**src/rtl/uart_rx_oversample.sv**
```systemverilog
// 16x-oversampled UART receiver (8-N-1, or 8-E-1 with `UART_RX_PARITY_EN) delivering bytes via a valid/ready holding register.
// Latency: rx_valid rises one clk after the synchronized mid-stop-bit sample; error flags are one-clk pulses.
// Backpressure: a single holding register; a good frame arriving while it is full and not being read is dropped with overrun_err.
module uart_rx_oversample #(
    parameter int TICK_DIV  = 27,
    parameter int DATA_BITS = 8
) (
    input  logic                 clk,
    input  logic                 rst,
    input  logic                 rxd,
    input  logic                 rx_ready,
    output logic [DATA_BITS-1:0] rx_data,
    output logic                 rx_valid,
    output logic                 framing_err,
    output logic                 overrun_err,
`ifdef UART_RX_PARITY_EN
    output logic                 parity_err,
`endif
    output logic                 busy
);
    localparam int TW = (TICK_DIV > 1) ? $clog2(TICK_DIV) : 1;
    localparam int BW = $clog2(DATA_BITS + 1);

`ifdef UART_RX_PARITY_EN
    typedef enum logic [2:0] {IDLE, START, DATA, PARITY, STOP} state_t;
`else
    typedef enum logic [2:0] {IDLE, START, DATA, STOP} state_t;
`endif

    state_t               state;
    state_t               nxt;
    logic                 rx_meta;
    logic                 rxs;
    logic                 rxs_d;
    logic [TW-1:0]        tcnt;
    logic                 tick;
    logic [3:0]           scnt;
    logic [BW-1:0]        bidx;
    logic [DATA_BITS-1:0] shreg;
    logic                 start_edge;
    logic                 clr_cnt;
    logic                 clr_scnt;
    logic                 shift_en;
    logic                 stop_ok;
    logic                 stop_bad;
    logic                 frame_good;
`ifdef UART_RX_PARITY_EN
    logic                 par_sample;
    logic                 par_bad;
`endif

    assign start_edge = rxs_d & ~rxs;
    assign tick       = (tcnt == TW'(TICK_DIV - 1));
    assign busy       = (state != IDLE);

    always_ff @(posedge clk) begin
        if (rst) begin
            rx_meta <= 1'b1;
            rxs     <= 1'b1;
            rxs_d   <= 1'b1;
        end else begin
            rx_meta <= rxd;
            rxs     <= rx_meta;
            rxs_d   <= rxs;
        end
    end

    always_ff @(posedge clk) begin
        if (rst) begin
            state <= IDLE;
        end else begin
            state <= nxt;
        end
    end

    always_comb begin
        nxt      = state;
        clr_cnt  = 1'b0;
        clr_scnt = 1'b0;
        shift_en = 1'b0;
        stop_ok  = 1'b0;
        stop_bad = 1'b0;
`ifdef UART_RX_PARITY_EN
        par_sample = 1'b0;
`endif
        case (state)
            IDLE: begin
                if (start_edge) begin
                    clr_cnt = 1'b1;
                    nxt     = START;
                end
            end
            START: begin
                // Mid start bit: a high line here means the edge was a glitch.
                if (tick && scnt == 4'd7) begin
                    if (!rxs) begin
                        clr_scnt = 1'b1;
                        nxt      = DATA;
                    end else begin
                        nxt = IDLE;
                    end
                end
            end
            DATA: begin
                if (tick && scnt == 4'd15) begin
                    shift_en = 1'b1;
                    if (bidx == BW'(DATA_BITS - 1)) begin
`ifdef UART_RX_PARITY_EN
                        nxt = PARITY;
`else
                        nxt = STOP;
`endif
                    end
                end
            end
`ifdef UART_RX_PARITY_EN
            PARITY: begin
                if (tick && scnt == 4'd15) begin
                    par_sample = 1'b1;
                    nxt        = STOP;
                end
            end
`endif
            STOP: begin
                // Return to IDLE at mid stop bit so a back-to-back start edge is caught.
                if (tick && scnt == 4'd15) begin
                    nxt = IDLE;
                    if (rxs) begin
                        stop_ok = 1'b1;
                    end else begin
                        stop_bad = 1'b1;
                    end
                end
            end
            default: nxt = IDLE;
        endcase
    end

    always_ff @(posedge clk) begin
        if (rst) begin
            tcnt <= '0;
            scnt <= '0;
        end else if (clr_cnt) begin
            tcnt <= '0;
            scnt <= '0;
        end else if (tick) begin
            tcnt <= '0;
            scnt <= clr_scnt ? 4'd0 : scnt + 4'd1;
        end else begin
            tcnt <= tcnt + TW'(1);
        end
    end

    always_ff @(posedge clk) begin
        if (rst) begin
            bidx  <= '0;
            shreg <= '0;
        end else begin
            if (clr_scnt) begin
                bidx <= '0;
            end else if (shift_en) begin
                bidx <= bidx + BW'(1);
            end
            if (shift_en) begin
                shreg <= {rxs, shreg[DATA_BITS-1:1]};
            end
        end
    end

`ifdef UART_RX_PARITY_EN
    always_ff @(posedge clk) begin
        if (rst) begin
            par_bad    <= 1'b0;
            parity_err <= 1'b0;
        end else begin
            if (par_sample) begin
                par_bad <= rxs ^ (^shreg);
            end
            parity_err <= stop_ok & par_bad;
        end
    end
`endif

    always_ff @(posedge clk) begin
        if (rst) begin
            framing_err <= 1'b0;
            frame_good  <= 1'b0;
        end else begin
            framing_err <= stop_bad;
`ifdef UART_RX_PARITY_EN
            frame_good  <= stop_ok & ~par_bad;
`else
            frame_good  <= stop_ok;
`endif
        end
    end

    // shreg is stable for a full bit after the last shift, so it can be loaded one clk late.
    always_ff @(posedge clk) begin
        if (rst) begin
            rx_data     <= '0;
            rx_valid    <= 1'b0;
            overrun_err <= 1'b0;
        end else begin
            overrun_err <= 1'b0;
            if (frame_good && (!rx_valid || rx_ready)) begin
                rx_data  <= shreg;
                rx_valid <= 1'b1;
            end else begin
                if (rx_valid && rx_ready) begin
                    rx_valid <= 1'b0;
                end
                if (frame_good) begin
                    overrun_err <= 1'b1;
                end
            end
        end
    end

endmodule

```
**config.mk**
```make
export PLATFORM = sky130hd
export DESIGN_NAME = uart_rx_oversample
export DESIGN_NICKNAME = d
export VERILOG_FILES = /design/src/rtl/uart_rx_oversample.sv
export SDC_FILE = /design/constraint.sdc
export NUM_CORES = 1
export LEC_CHECK = 0
export BUFFER_PORTS_ARGS = -buffer_cell sky130_fd_sc_hd__buf_4
export CORE_UTILIZATION = 40
export CTS_BUF_LIST = sky130_fd_sc_hd__clkbuf_8
export DETAILED_ROUTE_END_ITERATION = 16
export SYNTH_ARGS = -nofsm -noshare
export SYNTH_HDL_FRONTEND = slang
export SYNTH_SLANG_ARGS = --single-unit
```
**constraint.sdc**
```tcl
create_clock -name clk -period 4.32 [get_ports clk]
set_input_delay 0.432 -clock clk [delete_from_list [all_inputs] [get_ports clk]]
set_output_delay 0.432 -clock clk [all_outputs]
set_load 0.03 [all_outputs]
```
==> results of run 1 <==
-- power by group --
group	internal (mW)	leakage, nW	switching (mW)
registers	0.355	0.307	0.00420
clock network	0.126	0.0524	0.109
logic	0.00838	0.371	0.0118
-- cells in the mapped netlist (3+ instances only) --
library cell  instances
clkbuf_1              3
inv_1                 6
nor2_1               19
or2_2                 3
dfxtp_1              38
nand2_1              24
a21oi_1              15
ha_1                  4
nand3_1               4
or3_1                 5
mux2i_1               8
xor2_1                3
-- state kept, by name (all words and copies together) (netlist names) --
signal,cells
scnt,4
rxs_d,1
framing_err,1
state,2
bidx,4
frame_good,1
rx_meta,1
rxs,1
rx_valid,1
rx_data,8
overrun_err,1
shreg,8
tcnt,5
-- worst max path at each step --
stage / start / cells past startpoint / slack, ns / end
floorplan: tcnt[0]$_SDFF_PP0_ / 8 / 2.81 / bidx[0]$_SDFFE_PP0P_
global placement: tcnt[0]$_SDFF_PP0_ / 6 / 2.55 / bidx[3]$_SDFFE_PP0P_
detailed placement: tcnt[0]$_SDFF_PP0_ / 6 / 2.49 / bidx[3]$_SDFFE_PP0P_
CTS: tcnt[0]$_SDFF_PP0_ / 6 / 2.46 / bidx[3]$_SDFFE_PP0P_
global route: tcnt[0]$_SDFF_PP0_ / 6 / 2.34 / bidx[3]$_SDFFE_PP0P_
finish: tcnt[0]$_SDFF_PP0_ / 6 / 2.46 / bidx[3]$_SDFFE_PP0P_
-- metrics by stage --
| stage | area [um2] | utilization | worst slack, ns | total power, mW | cells |
|---|---|---|---|---|---|
| floorplan | 1520 | - | 2.81 | 0.380 | 164 |
| global placement | 1650 | 0.450 | 2.55 | 0.386 | 220 |
| detailed placement | 1650 | 0.450 | 2.49 | 0.387 | 220 |
| CTS | 1740 | 0.475 | 2.46 | 0.625 | 228 |
| global route | 1740 | 0.475 | 2.34 | 0.646 | 228 |
| finish | 1740 | 0.475 | 2.46 | 0.614 | 228 |
-- critical path: stages, from the launching register on --
cell and delay, ns:
dfxtp_1 0.34, inv_1 0.06, ha_1 0.15, and4b_1 0.45
nand4_4 0.26, or3_1 0.40, a21oi_1 0.14
-- cells by family (layout without fill, tap and decap cells) --
| group | count (synthesis) | count (layout) | share of synthesized area |
|---|---|---|---|
| muxes | 8 | 8 | 0.0528 |
| DFF | 38 | 38 | 0.502 |
| buffers and inverters | 13 | 29 | 0.0413 |
| adders and majority gates | 4 | 4 | 0.0330 |
| AOI/OAI and AO/OA | 25 | 25 | 0.103 |
| xor gates and xnor gates | 5 | 5 | 0.0289 |
| and+or+nand+nor | 71 | 71 | 0.239 |
-- layout by cell type (no fill, tap or decap), types with 3 or more instances in the layout --
cell type and count:
a21oi_1 15, buf_4 15, clkbuf_8 6, dfxtp_1 38
ha_1 4, inv_1 7, mux2i_1 8, nand2_1 24
nand3_1 4, nor2_1 19, or2_2 3, or3_1 5
xor2_1 3
-- cell type report --
type                       count  area [um2]  share of cell area
multi-input combinational    113         693               0.398
inverter                       6        22.5              0.0129
timing repair buffer          15         113              0.0647
tap                           48        60.1              0.0345
clock buffer                   6        82.6              0.0474
clock inverter                 2        8.76             0.00503
sequential                    38         761               0.437
-- per-layer routing --
metal  part of all wire  track usage  up-vias
met2               0.47        0.241       15
met5                  0            0        -
met3              0.037       0.0435        7
met1               0.47        0.167      532
li1                   -            -      582
met4              0.021       0.0767        0
==> impl_metrics.json, run 1 <==
{
  "rows": 22,
  "synth_top_area_cell": "dfxtp_1",
  "chipHeight_um": 63.6,
  "min_to": "overrun_err$_SDFF_PP0_",
  "cts.repair.resized": 0,
  "cts_tree": "built",
  "grt_pass1_wl_um": 4530,
  "synthTopCellsByArea": "dfxtp_1 50%, nand2_1 5.9%, mux2i_1 5.3%",
  "crit_type": "flip-flop to flip-flop",
  "period_minus_slack_ns": 1.86,
  "layout-drive-gt1-share": 0.161,
  "status": "complete, no violations",
  "period_share": 0.431,
  "root_buffer": "clkbuf_8",
  "crit_fanout": 13,
  "initialDrtViolationCount": 72,
  "yosys_most_used_dff": "dfxtp_1",
  "cts_sinks": 38,
  "via_per_inst": 4.98,
  "maxSlewHeadroom": 0.653,
  "hold_start": "rx_ready",
  "crit_required_ns": 4.54,
  "core-area_um2": 3660,
  "reg2reg_depth": 6,
  "cts_buffer_depth": 2,
  "dieArea_um2": 4040,
  "arrival_ns": 2.08,
  "nFillCells": 354,
  "async_reset_ff_frac": 0,
  "ys_seq_elements": 38,
  "pin_count": 16,
  "routabilityCongestion": 0.700,
  "vias": 1136,
  "cap_violations": 0,
  "fin_nets": 187,
  "setup-violations-final": 0,
  "cp-start-kind": "flip-flop",
  "finClkSkew_ns": 0.00417,
  "totalWireLength_um": 2580,
  "numCtsBuffers": 5,
  "yosys.area.top_type_share": 0.502,
  "ys_seq_area_frac": 0.502,
  "syn_area_per_cell_um2": 9.25,
  "holdWs_ns": 0.332,
  "ys_warn_count": 0,
  "track_usage": 0.145,
  "areaGrowthSynthToFinish_pct": 14.8,
  "start_util": 0.414,
  "route.detailed.drc": 0,
  "p_leak_nw": 0.731,
  "port_buffers": 15,
  "clkLatencyLatePin_ns": 0.28,
  "cts.clk_slew.worst_paths_ns": 0.07,
  "hold_depth": 2,
  "grt_overflow": 0,
  "drv_slew": 0,
  "finalHoldViolations": 0,
  "rrSetupSlack_ns": 2.46,
  "worst_slew_pin_slew_ns": 0.521,
  "power_density_nw_per_um2": 353,
  "rr_startpoint": "tcnt[0]$_SDFF_PP0_",
  "postCtsSetupRepairBufs": 0,
  "grt_pass1_vias": 1066,
  "worstReg2RegEnd": "bidx[3]$_SDFFE_PP0P_",
  "ant_nets": 0,
  "grt_max_degree": 28,
  "syn_nets": 172,
  "netlist_area_um2": 1520,
  "wl_per_cell_um": 11.3,
  "antenna_found_initial": 0,
  "max_freq_ghz": 0.537,
  "rsz0062_at_grt": "false",
  "dieWidth_um": 63.6,
  "ys_types": 37,
  "antennaDiodeCount": 0,
  "synth_edf_count": 0,
  "syn_inst": 164,
  "vdd_drop_max_mv": 0.165,
  "tns_ns": 0,
  "h-tree-depth": 2,
  "first_pass_iters": 4,
  "cts-hold-fix-buffers": 0,
  "holdCritPathClass": "input pin to flip-flop",
  "end_kind": "flip-flop",
  "dp_hpwl_um": 1850
}
Power figures use the tool's default switching activity.
==> run 2, diff against run 1 <==
Clock period 4.32 ns to 1.9 ns, I/O delays scaled along.
==> run 2 against run 1 <==
Effect of this change: via count is 1.7% higher; sequential share of layout area is 0.74 points lower; global-route usage fell by 0.44 points; clock power grew to 2.9 times the previous value; count of clock-buffer cells in the layout did not move; power grew to 2.5 times the previous value; non-clock buffer count up 1; core utilization up 0.82 points; final area rose by 1.7%; clock skew grew 0.0024 ns; sequential cell count stayed put; hold slack got worse by 0.25 ns; highest routed layer unchanged.
==> impl_metrics.json, run 2 (synthesis results as in run 1) <==
{
  "start_util": 0.414,
  "holdCritPathClass": "input pin to flip-flop",
  "hold_depth": 2,
  "rr_startpoint": "tcnt[0]$_SDFF_PP0_",
  "routabilityCongestion": 0.731,
  "min_to": "rx_meta$_SDFF_PP1_",
  "rows": 22,
  "crit_type": "flip-flop to flip-flop",
  "worstReg2RegEnd": "shreg[4]$_SDFFE_PP0P_",
  "areaGrowthSynthToFinish_pct": 16.7,
  "p_leak_nw": 0.740,
  "vias": 1155,
  "cp-start-kind": "flip-flop",
  "setup-violations-final": 0,
  "worst_slew_pin_slew_ns": 0.543,
  "cts.clk_slew.worst_paths_ns": 0.07,
  "cts_buffer_depth": 2,
  "chipHeight_um": 63.6,
  "pin_count": 16,
  "cap_violations": 0,
  "arrival_ns": 1.94,
  "track_usage": 0.141,
  "dpl.cell_count": 221,
  "final_common_cell": "dfxtp_1",
  "top_regs": "rx_data x8, shreg x8, tcnt x5",
  "ant_nets": 0,
  "antenna_found_initial": 0,
  "antennaDiodeCount": 0,
  "period_minus_slack_ns": 1.73,
  "cts_tree": "built",
  "fin_ws_ns": 0.173,
  "cts_sinks": 38,
  "wl_per_cell_um": 11.2,
  "tns_ns": 0,
  "pre_cts_ws_ns": 0.0819,
  "grt_max_degree": 28,
  "end_kind": "flip-flop",
  "crit_fanout": 10,
  "period_share": 0.909,
  "drv_slew": 0,
  "grt_pass1_wl_um": 4390,
  "initialDrtViolationCount": 43,
  "postCtsSetupRepairBufs": 0,
  "fin_nets": 188,
  "finalHoldViolations": 0,
  "utilization": 0.484,
  "first_pass_iters": 4,
  "grt_pass1_vias": 1062,
  "power_density_nw_per_um2": 872,
  "core-area_um2": 3660,
  "crit_required_ns": 2.12,
  "final_cell_mix": "38 x dfxtp_1, 24 x nand2_1, 19 x nor2_1",
  "status": "complete, no violations",
  "h-tree-depth": 2,
  "finClkSkew_ns": 0.00654,
  "rrSetupSlack_ns": 0.17,
  "dieArea_um2": 4040,
  "root_buffer": "clkbuf_8",
  "dp_hpwl_um": 1770,
  "vdd_drop_max_mv": 0.528,
  "grt_overflow": 0,
  "dieWidth_um": 63.6,
  "max_freq_ghz": 0.579,
  "maxSlewHeadroom": 0.638,
  "reg2reg_depth": 6,
  "hold_start": "rxd",
  "layout-drive-gt1-share": 0.172,
  "port_buffers": 15,
  "totalWireLength_um": 2550,
  "numCtsBuffers": 5,
  "rsz0062_at_grt": "false",
  "final_cells": 228,
  "route.detailed.drc": 0,
  "via_per_inst": 5.07,
  "clkLatencyLatePin_ns": 0.29
}
==> run 2: cell types whose count changed in the layout (fill, tap and decap cells not counted) <==
cell       previous run  this run
and4_1                1         0
and4_2                0         1
buf_4                15        16
bufinv_16             0         1
clkinv_2              1         0
inv_1                 7         6
==> run 2: worst max-delay path by stage <==
stage | startpoint | endpoint | slack, ns | cells past startpoint
global route | tcnt[0]$_SDFF_PP0_ | shreg[0]$_SDFFE_PP0P_ | 0.04 | 6
finish | tcnt[0]$_SDFF_PP0_ | shreg[4]$_SDFFE_PP0P_ | 0.17 | 6
detailed placement | tcnt[0]$_SDFF_PP0_ | bidx[0]$_SDFFE_PP0P_ | 0.08 | 6
global placement | tcnt[0]$_SDFF_PP0_ | bidx[0]$_SDFFE_PP0P_ | 0.16 | 6
floorplan | tcnt[0]$_SDFF_PP0_ | bidx[0]$_SDFFE_PP0P_ | 0.39 | 8
CTS | tcnt[0]$_SDFF_PP0_ | shreg[4]$_SDFFE_PP0P_ | 0.08 | 6
==> run 2: worst max-delay path, stage by stage, from the launching register on <==
cell	delay, ns
dfxtp_1	0.33
inv_1	0.07
ha_1	0.16
and4b_1	0.44
and4_2	0.43
nand2_1	0.09
a21oi_1	0.14
==> run 2: power by group <==
part           switching, mW  internal [mW]  total (mW)
Clock                  0.261          0.419       0.681
Combinational         0.0274         0.0193      0.0466
Sequential           0.00949          0.806       0.815
Total                  0.298           1.24        1.54
==> run 2: final cells by class <==
class	instances	area, um2
tap	48	60.1
clock inverter	1	30.0
sequential	38	761
timing repair buffer	16	120
multi-input combinational	113	694
clock buffer	6	82.6
fill	352	1890
inverter	6	22.5
==> run 2: timing repair <==
action,in CTS,in global routing
gates resized for setup,0,1
endpoints found under the setup margin,0,5
hold buffers,0,0
==> run 2: routing by layer <==
| layer | vias up | global-route usage | share of wire | routed length (um) |
|---|---|---|---|---|
| li1 | 584 | - | - | - |
| met1 | 548 | 0.155 | 0.46 | 1180 |
| met2 | 18 | 0.231 | 0.48 | 1210 |
| met3 | 5 | 0.0543 | 0.041 | 104 |
| met4 | 0 | 0.0767 | 0.017 | 44 |
| met5 | - | 0 | 0 | 0 |
==> run 2: stage by stage <==
step / cell area, um2 / hold slack [ns] / power (mW)
floorplan: 1520 / 0.269 / 0.864
global placement: 1660 / 0.374 / 0.878
detailed placement: 1660 / 0.379 / 0.881
CTS: 1770 / 0.0728 / 1.57
global route: 1770 / 0.0708 / 1.60
finish: 1770 / 0.0829 / 1.54
==> run 3, diff against run 2 <==
Settings changed: RECOVER_POWER set to 100.
==> run 3 against run 2 <==
Effect of this change: core utilization down 1.4 points; die area unchanged; register-to-register slack worse by 0.02 ns; first-iteration DRC count down 21%; final area down 3.0%; non-clock buffer count unchanged; power about the same; clock power about the same.
==> impl_metrics.json, run 3 (synthesis results as in run 1) <==
{
  "cts.clk_slew.worst_paths_ns": 0.07,
  "via_per_inst": 5.04,
  "rsz0062_at_grt": "false",
  "total_power_mw": 1.54,
  "cts.repair.resized": 0,
  "end_kind": "flip-flop",
  "swShare": 0.195,
  "grt_pass1_wl_um": 4390,
  "fin_nets": 188,
  "antenna_found_initial": 0,
  "grt_pass1_vias": 1062,
  "cts_sinks": 38,
  "p_comb_frac": 0.029,
  "initialDrtViolationCount": 34,
  "switchingPower_mw": 0.300,
  "power_density_nw_per_um2": 898,
  "p_leak_nw": 0.684,
  "finalHoldViolations": 0,
  "max_freq_ghz": 0.573,
  "core-area_um2": 3660,
  "drv_slew": 0,
  "clkLatencyLatePin_ns": 0.29,
  "crit_required_ns": 2.10,
  "start_util": 0.414,
  "numCtsBuffers": 5,
  "chipHeight_um": 63.6,
  "postCtsSetupRepairBufs": 0,
  "layout-drive-gt1-share": 0.0944,
  "clockPowerShare": 0.443,
  "antennaDiodeCount": 0,
  "finClkSkew_ns": 0.00610,
  "totalWireLength_um": 2560,
  "vias": 1150,
  "cts-hold-fix-buffers": 0,
  "grt_max_degree": 28,
  "cts_tree": "built",
  "dieArea_um2": 4040,
  "port_buffers": 15,
  "final_common_cell": "dfxtp_1",
  "tns_ns": 0,
  "status": "complete, no violations",
  "h-tree-depth": 2,
  "crit_fanout": 10,
  "period_share": 0.918,
  "dieWidth_um": 63.6,
  "worst_slew_pin_slew_ns": 1.07,
  "period_minus_slack_ns": 1.74,
  "crit_type": "flip-flop to flip-flop",
  "power.internal_mw": 1.24,
  "rows": 22,
  "route.detailed.drc": 0,
  "root_buffer": "clkbuf_8",
  "setup-violations-final": 0,
  "wl_per_cell_um": 11.2,
  "maxSlewHeadroom": 0.286,
  "vdd_drop_max_mv": 0.530,
  "dp_hpwl_um": 1770,
  "pin_count": 16,
  "areaGrowthSynthToFinish_pct": 13.3,
  "final_cell_mix": "38 x dfxtp_1, 24 x nand2_1, 19 x nor2_1",
  "top_regs": "rx_data x8, shreg x8, tcnt x5",
  "holdCritPathClass": "input pin to flip-flop",
  "cts_buffer_depth": 2,
  "arrival_ns": 1.95,
  "track_usage": 0.141,
  "first_pass_iters": 4,
  "cap_violations": 0,
  "cp-start-kind": "flip-flop",
  "ant_nets": 0,
  "routabilityCongestion": 0.731,
  "seqPwrFrac": 0.528,
  "grt_overflow": 0
}
[run 3: changes by cell type in the layout (fill, tap and decap cells not counted), sizes merged]
| cell | before | now |
|---|---|---|
| buf | 16 | 3 |
| clkbuf | 6 | 19 |
[run 3: stage by stage]
step	worst slack [ns]	hold WS [ns]	utilization	cells	cell area [um2]
after floorplan	0.390	0.269	-	164	1520
after global placement	0.161	0.374	0.452	221	1660
after detailed placement	0.0819	0.379	0.452	221	1660
after CTS	0.0750	0.0728	0.483	228	1770
after global routing	0.0293	0.0646	0.469	228	1720
final	0.156	0.0792	0.469	228	1720
[run 3: critical path: stages (launching register included)]
cell and delay [ns]:
dfxtp_1 0.34, inv_1 0.07, ha_1 0.16, and4b_1 0.44, and4_2 0.43, nand2_1 0.09
a21oi_1 0.14
[run 3: power groups by stage]
stage | Sequential (mW) | Clock (mW) | Combinational [mW]
after global routing | 0.816 | 0.732 | 0.0508
after global placement | 0.833 | 0 | 0.0457
after detailed placement | 0.834 | 0 | 0.0476
after CTS | 0.815 | 0.706 | 0.0478
after floorplan | 0.831 | 0 | 0.0337
final | 0.815 | 0.683 | 0.0443
[run 3: layer usage]
metal	vias up	part of all wire	track usage
met2	13	0.47	0.231
met5	-	0	0
met4	0	0.017	0.0767
li1	585	-	-
met3	5	0.039	0.0543
met1	547	0.47	0.155
[run 3: path summary, 6_finish.rpt]
path / from / end / slack [ns] / depth (start not counted)
max: tcnt[0]$_SDFF_PP0_ / shreg[4]$_SDFFE_PP0P_ / 0.16 / 6
max reg2reg: tcnt[0]$_SDFF_PP0_ / shreg[4]$_SDFFE_PP0P_ / 0.16 / 6
min: rx_ready / overrun_err$_SDFF_PP0_ / 0.08 / 2
min reg2reg: rx_meta$_SDFF_PP1_ / rxs$_SDFF_PP1_ / 0.41 / 1
[run 3: cell type report]
type	instances	area, um2
clock buffers	6	82.6
clock inverters	1	30.0
fillers	365	1940
inverters	6	22.5
multi-input cells	113	691
flip-flops and latches	38	761
well taps	48	60.1
repair buffers	16	71.3
